File: config.mk
export PLATFORM = sky130hd
export DESIGN_NAME = lane_rr_scheduler_flat
export DESIGN_NICKNAME = d
export VERILOG_FILES = /design/src/rtl/lane_sched_pkg.sv /design/src/rtl/lane_rr_scheduler_if.sv /design/src/rtl/rr_pick.sv /design/src/rtl/lane_rr_scheduler.sv /design/src/flat_wrapper.sv
export SDC_FILE = /design/constraint.sdc
export NUM_CORES = 1
export LEC_CHECK = 0
export CORE_ASPECT_RATIO = 1.75
export CORE_UTILIZATION = 53
export CTS_CLUSTER_SIZE = 24
export DETAILED_ROUTE_END_ITERATION = 7
export PLACE_DENSITY_LB_ADDON = 0.15
export SKIP_LAST_GASP = 1
export SYNTH_ARGS = -nofsm -noshare
export SYNTH_HDL_FRONTEND = slang
export SYNTH_HIERARCHICAL = 1
export SYNTH_SLANG_ARGS = --single-unit
File: constraint.sdc
create_clock -name i_clk -period 5.61 [get_ports i_clk]
set_clock_uncertainty 0.05 [all_clocks]
set_input_delay 0.8415 -clock i_clk [delete_from_list [all_inputs] [get_ports i_clk]]
set_output_delay 0.8415 -clock i_clk [all_outputs]
set_load 0.05 [all_outputs]
File: src/rtl/lane_sched_pkg.sv
// Shared types and width helpers for the round-robin lane scheduler.
//   state_e    : scheduler FSM states (idle / burst in progress)
//   lane_w()   : width of a lane index for n lanes (at least 1)
//   cnt_w()    : width of the beat counter for a given max burst length (at least 1)
package lane_sched_pkg;

    typedef enum logic {
        StIdle = 1'b0,
        StBusy = 1'b1
    } state_e;

    function automatic int unsigned lane_w(input int unsigned n);
        return (n <= 2) ? 1 : $clog2(n);
    endfunction

    function automatic int unsigned cnt_w(input int unsigned max_beats);
        return (max_beats <= 2) ? 1 : $clog2(max_beats);
    endfunction

    localparam int unsigned DefN        = 10;
    localparam int unsigned DefWidth    = 8;
    localparam int unsigned DefMaxBeats = 16;
    localparam int unsigned DefLaneW    = lane_w(DefN);
    localparam int unsigned DefCntW     = cnt_w(DefMaxBeats);

endpackage

File: src/rtl/lane_rr_scheduler_if.sv
// Requester/resource bundle of the lane scheduler.
//   i_req   : per-lane request/valid          i_last : per-lane final-beat marker
//   i_data  : per-lane data                   i_ready: shared resource accepts a beat
//   o_grant : one-hot grant or zero           o_valid: beat presented to the resource
//   o_data  : data of the granted lane        o_lane : granted lane index
//   o_busy  : a burst is in progress
// master = requesters + resource side, slave = scheduler side.
interface lane_rr_scheduler_if
    import lane_sched_pkg::*;
#(
    parameter int unsigned N     = DefN,
    parameter int unsigned WIDTH = DefWidth
);
    localparam int unsigned LaneW = lane_w(N);

    logic [N-1:0]            i_req;
    logic [N-1:0]            i_last;
    logic [N-1:0][WIDTH-1:0] i_data;
    logic                    i_ready;
    logic [N-1:0]            o_grant;
    logic                    o_valid;
    logic [WIDTH-1:0]        o_data;
    logic [LaneW-1:0]        o_lane;
    logic                    o_busy;

    modport master (
        output i_req, i_last, i_data, i_ready,
        input  o_grant, o_valid, o_data, o_lane, o_busy
    );

    modport slave (
        input  i_req, i_last, i_data, i_ready,
        output o_grant, o_valid, o_data, o_lane, o_busy
    );

endinterface

File: src/rtl/rr_pick.sv
// Combinational rotating priority encoder.
//   req_i   : request vector
//   ptr_i   : last winner; lanes ptr+1, ptr+2, ... (mod N) are scanned, ptr itself last
//   valid_o : any request present
//   idx_o   : index of the first requester in scan order
module rr_pick #(
    parameter int unsigned N     = 10,
    parameter int unsigned LaneW = 4
) (
    input  logic [N-1:0]     req_i,
    input  logic [LaneW-1:0] ptr_i,
    output logic             valid_o,
    output logic [LaneW-1:0] idx_o
);

    always_comb begin : p_scan
        logic [LaneW-1:0] cand;
        valid_o = 1'b0;
        idx_o   = '0;
        cand    = '0;
        // Scan from farthest to nearest so the nearest hit is the one left standing.
        for (int unsigned k = N; k >= 1; k--) begin
            cand = LaneW'((32'(ptr_i) + k) % N);
            if (req_i[cand]) begin
                valid_o = 1'b1;
                idx_o   = cand;
            end
        end
    end

endmodule

File: src/rtl/lane_rr_scheduler.sv
// Round-robin burst scheduler: N requester lanes share one resource.
//   i_clk : clock            i_rst : synchronous active-high reset
//   bus   : slave modport of lane_rr_scheduler_if (requests, data, grant, beat handshake)
// A lane wins in IDLE, owns the resource for a burst that ends on i_last or after
// MAX_BEATS transfers, then the pointer moves to it so it has lowest priority next.
module lane_rr_scheduler
    import lane_sched_pkg::*;
#(
    parameter int unsigned N         = DefN,
    parameter int unsigned WIDTH     = DefWidth,
    parameter int unsigned MAX_BEATS = DefMaxBeats
) (
    input logic                i_clk,
    input logic                i_rst,
    lane_rr_scheduler_if.slave bus
);

    localparam int unsigned      LaneW   = lane_w(N);
    localparam int unsigned      CntW    = cnt_w(MAX_BEATS);
    localparam logic [CntW-1:0]  LastCnt = CntW'(MAX_BEATS - 1);
    localparam logic [LaneW-1:0] PtrRst  = LaneW'(N - 1);

    state_e           state_q;
    logic [LaneW-1:0] ptr_q;
    logic [LaneW-1:0] lane_q;
    logic [CntW-1:0]  cnt_q;
    logic [N-1:0]     grant_q;

    logic             pick_valid;
    logic [LaneW-1:0] pick_idx;

    rr_pick #(
        .N     (N),
        .LaneW (LaneW)
    ) u_pick (
        .req_i   (bus.i_req),
        .ptr_i   (ptr_q),
        .valid_o (pick_valid),
        .idx_o   (pick_idx)
    );

    // Per-lane qualification by the one-hot grant; OR-reduced below.
    logic [N-1:0]            lane_req;
    logic [N-1:0]            lane_last;
    logic [N-1:0][WIDTH-1:0] lane_data;

    for (genvar i = 0; i < N; i++) begin : gen_lane
        assign lane_req[i]  = grant_q[i] & bus.i_req[i];
        assign lane_last[i] = grant_q[i] & bus.i_last[i];
        assign lane_data[i] = grant_q[i] ? bus.i_data[i] : '0;
    end

    logic [WIDTH-1:0] sel_data;

    always_comb begin
        sel_data = '0;
        for (int unsigned i = 0; i < N; i++) begin
            sel_data = sel_data | lane_data[i];
        end
    end

    logic busy;
    logic beat_valid;
    logic xfer;
    logic rel_burst;

    assign busy       = (state_q == StBusy);
    assign beat_valid = busy & (|lane_req);
    assign xfer       = beat_valid & bus.i_ready;
    assign rel_burst  = xfer & ((|lane_last) | (cnt_q == LastCnt));

    always_ff @(posedge i_clk) begin
        if (i_rst) begin
            state_q <= StIdle;
            ptr_q   <= PtrRst;
            lane_q  <= '0;
            cnt_q   <= '0;
            grant_q <= '0;
        end else begin
            unique case (state_q)
                StIdle: begin
                    if (pick_valid) begin
                        state_q <= StBusy;
                        grant_q <= N'(1) << pick_idx;
                        lane_q  <= pick_idx;
                        cnt_q   <= '0;
                    end
                end
                StBusy: begin
                    if (rel_burst) begin
                        state_q <= StIdle;
                        grant_q <= '0;
                        lane_q  <= '0;
                        ptr_q   <= lane_q;
                        cnt_q   <= '0;
                    end else if (xfer) begin
                        cnt_q <= cnt_q + CntW'(1);
                    end
                end
                default: begin
                    state_q <= StIdle;
                    grant_q <= '0;
                end
            endcase
        end
    end

    assign bus.o_grant = grant_q;
    assign bus.o_valid = beat_valid;
    assign bus.o_data  = sel_data;
    assign bus.o_lane  = lane_q;
    assign bus.o_busy  = busy;

endmodule
File: src/flat_wrapper.sv
// flat-port wrapper written by rule: the top's interface ports become plain ports
module lane_rr_scheduler_flat import lane_sched_pkg::*;
#(
    parameter int unsigned N         = DefN,
    parameter int unsigned WIDTH     = DefWidth,
    parameter int unsigned MAX_BEATS = DefMaxBeats
)
  (i_clk, i_rst, bus_i_req, bus_i_last, bus_i_data, bus_i_ready, bus_o_grant, bus_o_valid, bus_o_data, bus_o_lane, bus_o_busy);
  lane_rr_scheduler_if #(.N(N), .WIDTH(WIDTH)) bus_i ();
  input logic i_clk;
  input logic i_rst;
  input wire logic [$bits(bus_i.i_req)-1:0] bus_i_req;
  input wire logic [$bits(bus_i.i_last)-1:0] bus_i_last;
  input wire logic [$bits(bus_i.i_data)-1:0] bus_i_data;
  input wire logic [$bits(bus_i.i_ready)-1:0] bus_i_ready;
  output wire logic [$bits(bus_i.o_grant)-1:0] bus_o_grant;
  output wire logic [$bits(bus_i.o_valid)-1:0] bus_o_valid;
  output wire logic [$bits(bus_i.o_data)-1:0] bus_o_data;
  output wire logic [$bits(bus_i.o_lane)-1:0] bus_o_lane;
  output wire logic [$bits(bus_i.o_busy)-1:0] bus_o_busy;
  assign bus_i.i_req = bus_i_req;
  assign bus_i.i_last = bus_i_last;
  assign bus_i.i_data = bus_i_data;
  assign bus_i.i_ready = bus_i_ready;
  assign bus_o_grant = bus_i.o_grant;
  assign bus_o_valid = bus_i.o_valid;
  assign bus_o_data = bus_i.o_data;
  assign bus_o_lane = bus_i.o_lane;
  assign bus_o_busy = bus_i.o_busy;
  lane_rr_scheduler #(.N(N), .WIDTH(WIDTH), .MAX_BEATS(MAX_BEATS)) u_core (.i_clk(i_clk), .i_rst(i_rst), .bus(bus_i));
endmodule
# == After elaboration in Yosys (flattened, before gate mapping) ==
# Cells that the tools add are included.
# Widths: inputs -> output; s select.
# op_classes
addsub,11
div_mod_pow,10
n_lt_le_gt_ge,10
n_eq_ne,4
shift,1
mux,63
bitwise_logic,34
n_reduce_logical,5
# op_table
cell,n
$mod 32x4->32 const B,10
$mux 8,10
$or 8x8->8,9
$mux 4,15
$lt 4x5->1 const B,10
$bmux 1 s4,10
$and 1x1->1,23
$mux 1,22
$add 4x3->5 const B,4
$mux 10,2
$pmux 10 s2,1
$reduce_or 10->1,2
$pmux 4 s2,2
$add 4x4->5 const B,3
$add 4x2->5 const B,2
$shl 1x4->10 const A,1
$reduce_and 2->1,3
$add 4x1->5 const B,1
$add 4x1->4 const B,1
$eq 4x4->1 const B,1
$ne 3x3->1 const B,1
$ne 2x1->1 const B,1
$ne 2x2->1 const B,1
$pmux 1 s2,1
other kinds (2),2
# word_totals
regBits,23
output_inout_bits,24
elab_cells,143

# == Depth between registers and ports, before layout ==
# Gate-level depths: netlist of run 1.
# logic_depth
ltp_word,17
mapped_depth,26
depth_no_buf,20

# == By module ==
# The synthesis of run 1 kept the hierarchy.
# by_module_without_submodules
mod,n_inst,cells_per_inst,area_per_inst_um2,seq_area_each_um2
rr_pick,1,565,4010.1,0.0
lane_rr_scheduler,1,172,1472.7,460.4

# == Worst setup path after synthesis of run 1 ==
# OpenSTA, ideal clock, no wires.
# synth_path
kind,reg2reg
from,register u_core.ptr_q[2]
to,register u_core.grant_q[4] (netlist: u_core/bus.o_grant[4])
setup_ns,0.117
t_arrival_ns,4.949
required_time_ns,5.443
setup_slack_ns,0.494
stages_incl_launch_ff,23
n_path_buf,5
cell_sequence,dfxtp_1 > buf_4 > buf_6 > clkinv_1 > ha_1 > buf_2 > buf_1 > nand2_1 > ha_1 > nand2b_1 > a2111oi_0 > a2bb2oi_1 > nor2_1 > a211o_1 > a21boi_1 > nor2_1 > o221a_2 > nor3_1 > a211o_1 > clkbuf_1 > inv_1 > and2_1 > a22o_1
# synth_via
elab_chain_cells,17
word_cells_on_any_way,65
classes_between,add/sub: 10; div: 10; eq/ne: 1; shift: 1; mux: 42; reduce/logical: 1
# synth_rtl
item,line,rtl
start: declaration,lane_rr_scheduler.sv:24,logic [LaneW-1:0] ptr_q;
start signal: assignment,lane_rr_scheduler.sv:75,ptr_q <= PtrRst;
start signal: assignment,lane_rr_scheduler.sv:94,ptr_q <= lane_q;
$add 4x4->5,rr_pick.sv:23,cand = LaneW'((32'(ptr_i) + k) % N);
$mod 32x4->32,rr_pick.sv:23,
$bmux 1 s4,rr_pick.sv:24,if (req_i[cand]) begin
$mux 1 (not written as such),rr_pick.sv:24,
$mux 4 (9 in a row),rr_pick.sv:24,
$mux 4 *,rr_pick.sv:24,
named net u_core.pick_idx[0],lane_rr_scheduler.sv:30,logic [LaneW-1:0] pick_idx;
$shl 1x4->10 *,lane_rr_scheduler.sv:84,grant_q <= N'(1) << pick_idx;
$mux 10 *,lane_rr_scheduler.sv:82,if (pick_valid) begin
$pmux 10 s2 *,lane_rr_scheduler.sv:80,unique case (state_q)
end signal: assignment,lane_rr_scheduler.sv:84,
end: declaration,lane_rr_scheduler.sv:27,logic [N-1:0] grant_q;
# The timed path passes the listed nets; every way through them passes the cells marked *. The select of a mux whose other input is x is not followed.
# A chain may end at the register's enable or synchronous reset.

# == Worst setup path in the final report of run 1 ==
# layout_path
from,register u_core.ptr_q[3]
to,register u_core.grant_q[6] (netlist: u_core/bus.o_grant[6])
# The elaborated chain is that of the path after synthesis.

==> results of run 1 <==
[cell families after synthesis]
| group | share of synthesized area (%) |
|---|---|
| buffers and inverters | 6.846 |
| muxes | 8.466 |
| xor gates and xnor gates | 4.199 |
| DFF | 8.398 |
| and+or+nand+nor | 23.82 |
| adders and majority gates | 9.151 |
| AOI/OAI and AO/OA | 39.11 |
[placed cells by master, fill, tap and decap left out, drive strengths merged, types with 11 or more instances in the layout]
cell type        n
a22oi           40
nand2b          11
a21oi           53
inv             26
mux2i           31
ha              36
a221oi          12
xnor2           15
clkdlybuf4s50  126
nand2           51
nor2b           14
nand3           19
dfxtp           23
or3             11
nor2            57
a22o            15
nor4            11
buf             18
o21ai           39
nor3            22
a211o           11
[synthesized netlist by cell type, types with 12 or more instances]
cell	number	area (um2)
a221oi_1	12	105.1
nor3_1	22	110.1
mux2i_1	30	300.3
nand2_1	51	191.4
a22o_1	15	131.4
buf_2	21	105.1
a22oi_1	40	300.3
a21oi_1	48	240.2
nor2_1	56	210.2
ha_1	36	450.4
nor2b_1	14	87.58
inv_1	24	90.09
dfxtp_1	23	460.4
o21ai_0	36	180.2
nand3_1	19	95.09
xnor2_1	12	105.1
[stage by stage]
step | cell area (um2) | instances | utilization (%) | hold WS (ns) | total power [W]
2_1_floorplan | 5483 | 737 | - | 0.3974 | 0.0003444
3_3_place_gp | 6765 | 961 | 67.86 | 0.4182 | 0.0004826
3_5_place_dp | 6765 | 961 | 67.86 | 0.4357 | 0.0004863
4_1_cts | 6845 | 965 | 68.66 | 0.4473 | 0.0006393
5_1_grt | 6868 | 965 | 68.89 | 0.4841 | 0.0006722
6_report | 6868 | 965 | 68.89 | 0.4650 | 0.0006489
[flip-flops by register name (all words and copies together), names as in the netlist]
| register | flops |
|---|---|
| u_core/cnt_q | 4 |
| u_core/bus.o_grant | 10 |
| u_core/ptr_q | 4 |
| u_core/bus.o_lane | 4 |
| u_core/bus.o_busy | 1 |
[routing by layer]
metal  GRT usage, %  wire length, um  vias up
met1          42.55             7420     3290
met4          27.47             1672        0
met2          73.67            11150      457
li1               -                -     3072
met3          4.133             1302      117
met5              0                0        -
[layout make-up]
cell class	count	share of cell area (%)
clock buffers	3	1.093
repair buffers	144	20.33
well taps	125	2.277
inverters	28	1.530
multi-input cells	641	67.99
clock inverters	1	0.07287
flip-flops and latches	23	6.704
[path summary, 6_finish.rpt]
| path | from | end | slack (ns) | cells past startpoint |
|---|---|---|---|---|
| max reg2reg | u_core/ptr_q[3]$_SDFFE_PP1P_ | u_core/bus.o_grant[6]$_SDFFE_PP0P_ | 0.29 | 17 |
| min reg2reg | u_core/cnt_q[3]$_SDFFE_PP0P_ | u_core/cnt_q[3]$_SDFFE_PP0P_ | 0.47 | 2 |
| min | u_core/cnt_q[3]$_SDFFE_PP0P_ | u_core/cnt_q[3]$_SDFFE_PP0P_ | 0.47 | 2 |
| max | u_core/ptr_q[3]$_SDFFE_PP1P_ | u_core/bus.o_grant[6]$_SDFFE_PP0P_ | 0.29 | 17 |
[power groups by stage]
stage	Sequential (W)	Combinational, W	Clock [W]
CTS	0.000180	0.000305	0.000155
global placement	0.000183	0.000299	0
finish	0.000181	0.000312	0.000156
global route	0.000182	0.000327	0.000163
detailed placement	0.000184	0.000303	0
floorplan	0.000190	0.000154	0
[worst max-delay path, delay by kind of cell (launching register included)]
family / cells / cell delay [ns]
buffers and inverters: 1 / 0.21
AOI/OAI and AO/OA: 8 / 1.85
and+or+nand+nor: 6 / 1.72
adders and majority gates: 2 / 0.84
DFF: 1 / 0.59
[repair_timing]
action	4_1_cts	5_1_grt
resized for setup	0	6
buffers inserted	0	0
endpoints found under the setup margin	0	12
==> impl_metrics.yaml, run 1 <==
die:
  dieArea_um2: 10770
  coreArea_um2: 9970
  die_w_um: 78.89
  io-pin-count: 127
  row_count: 48
  start_util_pct: 54.99
  die_h_um: 136.6
layout:
  fillCellCount: 884
  nets: 980
  diodes: 0
  multi_input_area_um2: 4669
  area_growth_pct: 25.26
  drive_gt1_share_pct: 9.048
  register_area_um2: 460.4
worst_setup_path:
  slowest_stage: "dfxtp_1"
  slowest_delay_ns: 0.59
  worst_setup_path_start_kind: "flop"
  crit_chain: "ha_1 -> a21oi_4 -> inv_1 -> ha_1 -> nand2b_1 -> a2111oi_0 -> a2bb2oi_1 -> o21ai_0 -> o311ai_1 -> a21boi_1 -> nor2_1 -> or4b_1 -> and3_1 -> o21ai_2 -> nor2b_1 -> and2_1 -> a22o_1"
  cp.required_ns: 5.76
  crit_arrival_ns: 5.47
  crit_top_cell: "ha_1"
  crit_path_max_fanout: 12
  end_kind: "flop"
  critPathKind: "reg -> reg"
sta:
  final_max_slew_viol_count: 0
  fin_crit_sh_pct: 94.85
  tns_ns: 0
  setup_viol: 0
  fin_crit_ns: 5.321
  maxSlewHeadroom_pct: 38.08
  max_freq_mhz: 187.9
  setup_ws_ns: 0.2887
  worst_pin_slew_ns: 0.9029
  finalHoldViolations: 0
power_and_ir_drop:
  switchingPower_w: 0.0002422
  combPwrFrac_pct: 48.1
  max-vdd-ir-drop_uv: 110.8
  p_int_w: 0.0004067
  swShare_pct: 37.32
  seqPwrFrac_pct: 27.9
  power.density_nw_per_um2: 94.49
  p_leak_nw: 2.699
  p_clk_share_pct: 24.0
synth:
  ys_seq_elements: 23
  synth.avg_cell_area_um2: 7.439
  ys_seq_area_share_pct: 8.398
  syn_nets: 876
  async_flop_share_pct: 0
  syn_inst: 737
  syn_area_um2: 5483
  synth_edf_count: 0
  yosysWarnings: 6
  synth_ff_type: "dfxtp_1"
  synth_cell_type_count: 97
global_routing:
  grt_pass1_vias: 6794
  antenna_found_initial: 0
  grtUsageTotal_pct: 40.25
  grt_overflow: 0
  grt_pass1_wl_mm: 33.76
  grt_max_degree: 29
clock_network:
  clk_pin_slew_ns: 0.06
  cts_tree: "built"
  clock_latency_ns: 0.26
  ctsLongestPathBuffers: 2
  ctsHtreeMaxLevel: 1
  hold_buffers: 0
  cts_num_sinks: 23
  cts-root-buf: "clkbuf_16"
  cts_inserted_buffers: 3
place:
  portBuffers: 126
  dpl.hpwl_mm: 16.92
  pre_cts_ws_ns: 0.2664
  gp_congestion: 0.9720
detailed_routing:
  via_count: 6936
  wire_per_inst_um: 22.32
  vias_per_cell: 7.188
  detail-route-antenna-nets: 0
  drt_drc_violations_left: 0
  drt_iter0_drc: 609
  drt-pass1-iter-count: 8
  wirelength_mm: 21.54
run_status:
  outcome: "complete, no violations"
job:
  drv_cap: 0
min_path:
  hold_class: "reg -> reg"
(Power assumes the default switching activity.)
==> run 2, diff against run 1 <==
- CORE_UTILIZATION: 53 -> 33
==> impl_metrics.yaml, run 2 (synthesis gave the netlist of run 1 again) <==
clock_network:
  hold_buffers: 0
  ctsHtreeMaxLevel: 1
  cts_tree: "built"
  cts_inserted_buffers: 3
  clock_latency_ns: 0.26
  clk_pin_slew_ns: 0.07
  cts_num_sinks: 23
  ctsLongestPathBuffers: 2
  cts-root-buf: "clkbuf_16"
sta:
  fin_crit_ns: 5.282
  max_freq_mhz: 189.3
  final_max_slew_viol_count: 0
  finalHoldViolations: 0
  setup_viol: 0
  worst_pin_slew_ns: 1.052
  hold_ws_ns: 0.4407
  tns_ns: 0
  fin_crit_sh_pct: 94.15
  maxSlewHeadroom_pct: 29.32
worst_setup_path:
  crit_path_max_fanout: 20
  worst_setup_path_start_kind: "flop"
  crit_arrival_ns: 5.43
  cp.required_ns: 5.76
  end_kind: "flop"
  critPathKind: "reg -> reg"
layout:
  final_common_cell: "clkdlybuf4s50_1"
  area_growth_pct: 29.30
  register_area_um2: 461.7
  layout_common_cells: "clkdlybuf4s50_1, nor2_1, nand2_1"
  diodes: 0
  largest_reg_flops: 10
  fillCellCount: 1685
  multi_input_area_um2: 4693
  drive_gt1_share_pct: 11.11
  nets: 995
  fin_util_pct: 43.52
detailed_routing:
  drt_iter0_drc: 421
  vias_per_cell: 6.341
  drt-pass1-iter-count: 5
  wirelength_mm: 23.09
  drt_drc_violations_left: 0
  detail-route-antenna-nets: 0
  via_count: 6639
  wire_per_inst_um: 22.06
global_routing:
  busiest_layer: "met2"
  grt_pass1_vias: 6631
  use_met1_pct: 26.58
  antenna_found_initial: 0
  gr-usage-met3_pct: 2.316
  use_met2_pct: 52.46
  grt_overflow: 0
  grt_max_degree: 31
  grt_pass1_wl_mm: 35.42
  grtUsageTotal_pct: 26.06
die:
  row_count: 62
  io-pin-count: 127
  die_h_um: 172.5
  dieArea_um2: 17150
  die_w_um: 99.44
  start_util_pct: 33.66
  coreArea_um2: 16290
place:
  gp_congestion: 0.9202
  dpl.hpwl_mm: 18.76
  portBuffers: 126
job:
  drv_cap: 0
power_and_ir_drop:
  seqPwrFrac_pct: 27.6
  p_clk_share_pct: 24.1
  max-vdd-ir-drop_uv: 103.7
  combPwrFrac_pct: 48.3
  p_leak_nw: 2.782
  swShare_pct: 37.55
  switchingPower_w: 0.0002464
  p_int_w: 0.0004098
  power.density_nw_per_um2: 92.56
run_status:
  outcome: "complete, no violations"
min_path:
  hold_class: "reg -> reg"
==> run 2: cell types whose count changed in the layout (fill, tap and decap cells not counted), sizes merged <==
cell | before | now
buf | 18 | 33
==> run 2: what timing repair did <==
action                                  CTS  global route
pin swaps                                 0             1
endpoints found under the setup margin    6            12
resized for setup                         2             9
setup buffers                             0             0
endpoints found under the hold margin     0             0
cloned                                    0             0
==> run 2: final cells by class <==
class	count	share of cell area, %
clock buffer	3	1.059
timing repair buffer	159	21.28
multi-input combinational	641	66.20
inverter	28	1.483
tap	192	3.389
clock inverter	1	0.07060
sequential	23	6.513
==> run 2: metrics by stage <==
stage               area, um2  power (W)  worst slack, ns  cells
finish                   7089  0.0006562           0.3283   1047
global route             7089  0.0006858        -0.005813   1047
floorplan                5483  0.0003444           0.4939    737
global placement         6962  0.0004917          -0.3077   1043
detailed placement       6962  0.0004942          -0.3038   1043
CTS                      7053  0.0006545           0.1378   1047
==> run 2: routing by layer <==
layer | part of all wire (%) | vias to the layer above
met5 | 0 | -
li1 | - | 3104
met3 | 4.0 | 50
met1 | 36 | 3199
met4 | 4.1 | 0
met2 | 56 | 286
==> run 2: path summary, 6_finish.rpt <==
kind / depth (start not counted) / slack (ns) / endpoint / startpoint
worst min register to register: 2 / 0.44 / u_core/cnt_q[1]$_SDFFE_PP0P_ / u_core/cnt_q[1]$_SDFFE_PP0P_
worst max register to register: 20 / 0.33 / u_core/bus.o_grant[0]$_SDFFE_PP0P_ / u_core/ptr_q[2]$_SDFFE_PP0P_
worst max-delay path: 20 / 0.33 / u_core/bus.o_grant[0]$_SDFFE_PP0P_ / u_core/ptr_q[2]$_SDFFE_PP0P_
worst min-delay path: 2 / 0.44 / u_core/cnt_q[1]$_SDFFE_PP0P_ / u_core/cnt_q[1]$_SDFFE_PP0P_
==> run 2: worst max-delay path, stage by stage (launching register included) <==
cell and delay, ns:
dfxtp_1 0.31, buf_4 0.21, ha_1 0.28, buf_4 0.21, a21oi_4 0.26, inv_1 0.19, ha_1 0.32, nand2b_1 0.21
a21o_1 0.18, a2111oi_0 0.46, a311o_1 0.32, a211o_1 0.13, a21boi_1 0.10, nor2_1 0.31, nand2_1 0.15, nor3_1 0.16
nand3_1 0.20, nand2b_1 0.29, or2b_2 0.38, a21oi_4 0.29, a22o_1 0.20
==> run 2: power groups by stage <==
| stage | Clock (W) | Sequential (W) | Combinational, W |
|---|---|---|---|
| 2_1_floorplan | 0 | 0.000190 | 0.000154 |
| 3_3_place_gp | 0 | 0.000185 | 0.000307 |
| 3_5_place_dp | 0 | 0.000184 | 0.000310 |
| 4_1_cts | 0.000162 | 0.000181 | 0.000311 |
| 5_1_grt | 0.000170 | 0.000182 | 0.000334 |
| 6_report | 0.000158 | 0.000181 | 0.000317 |
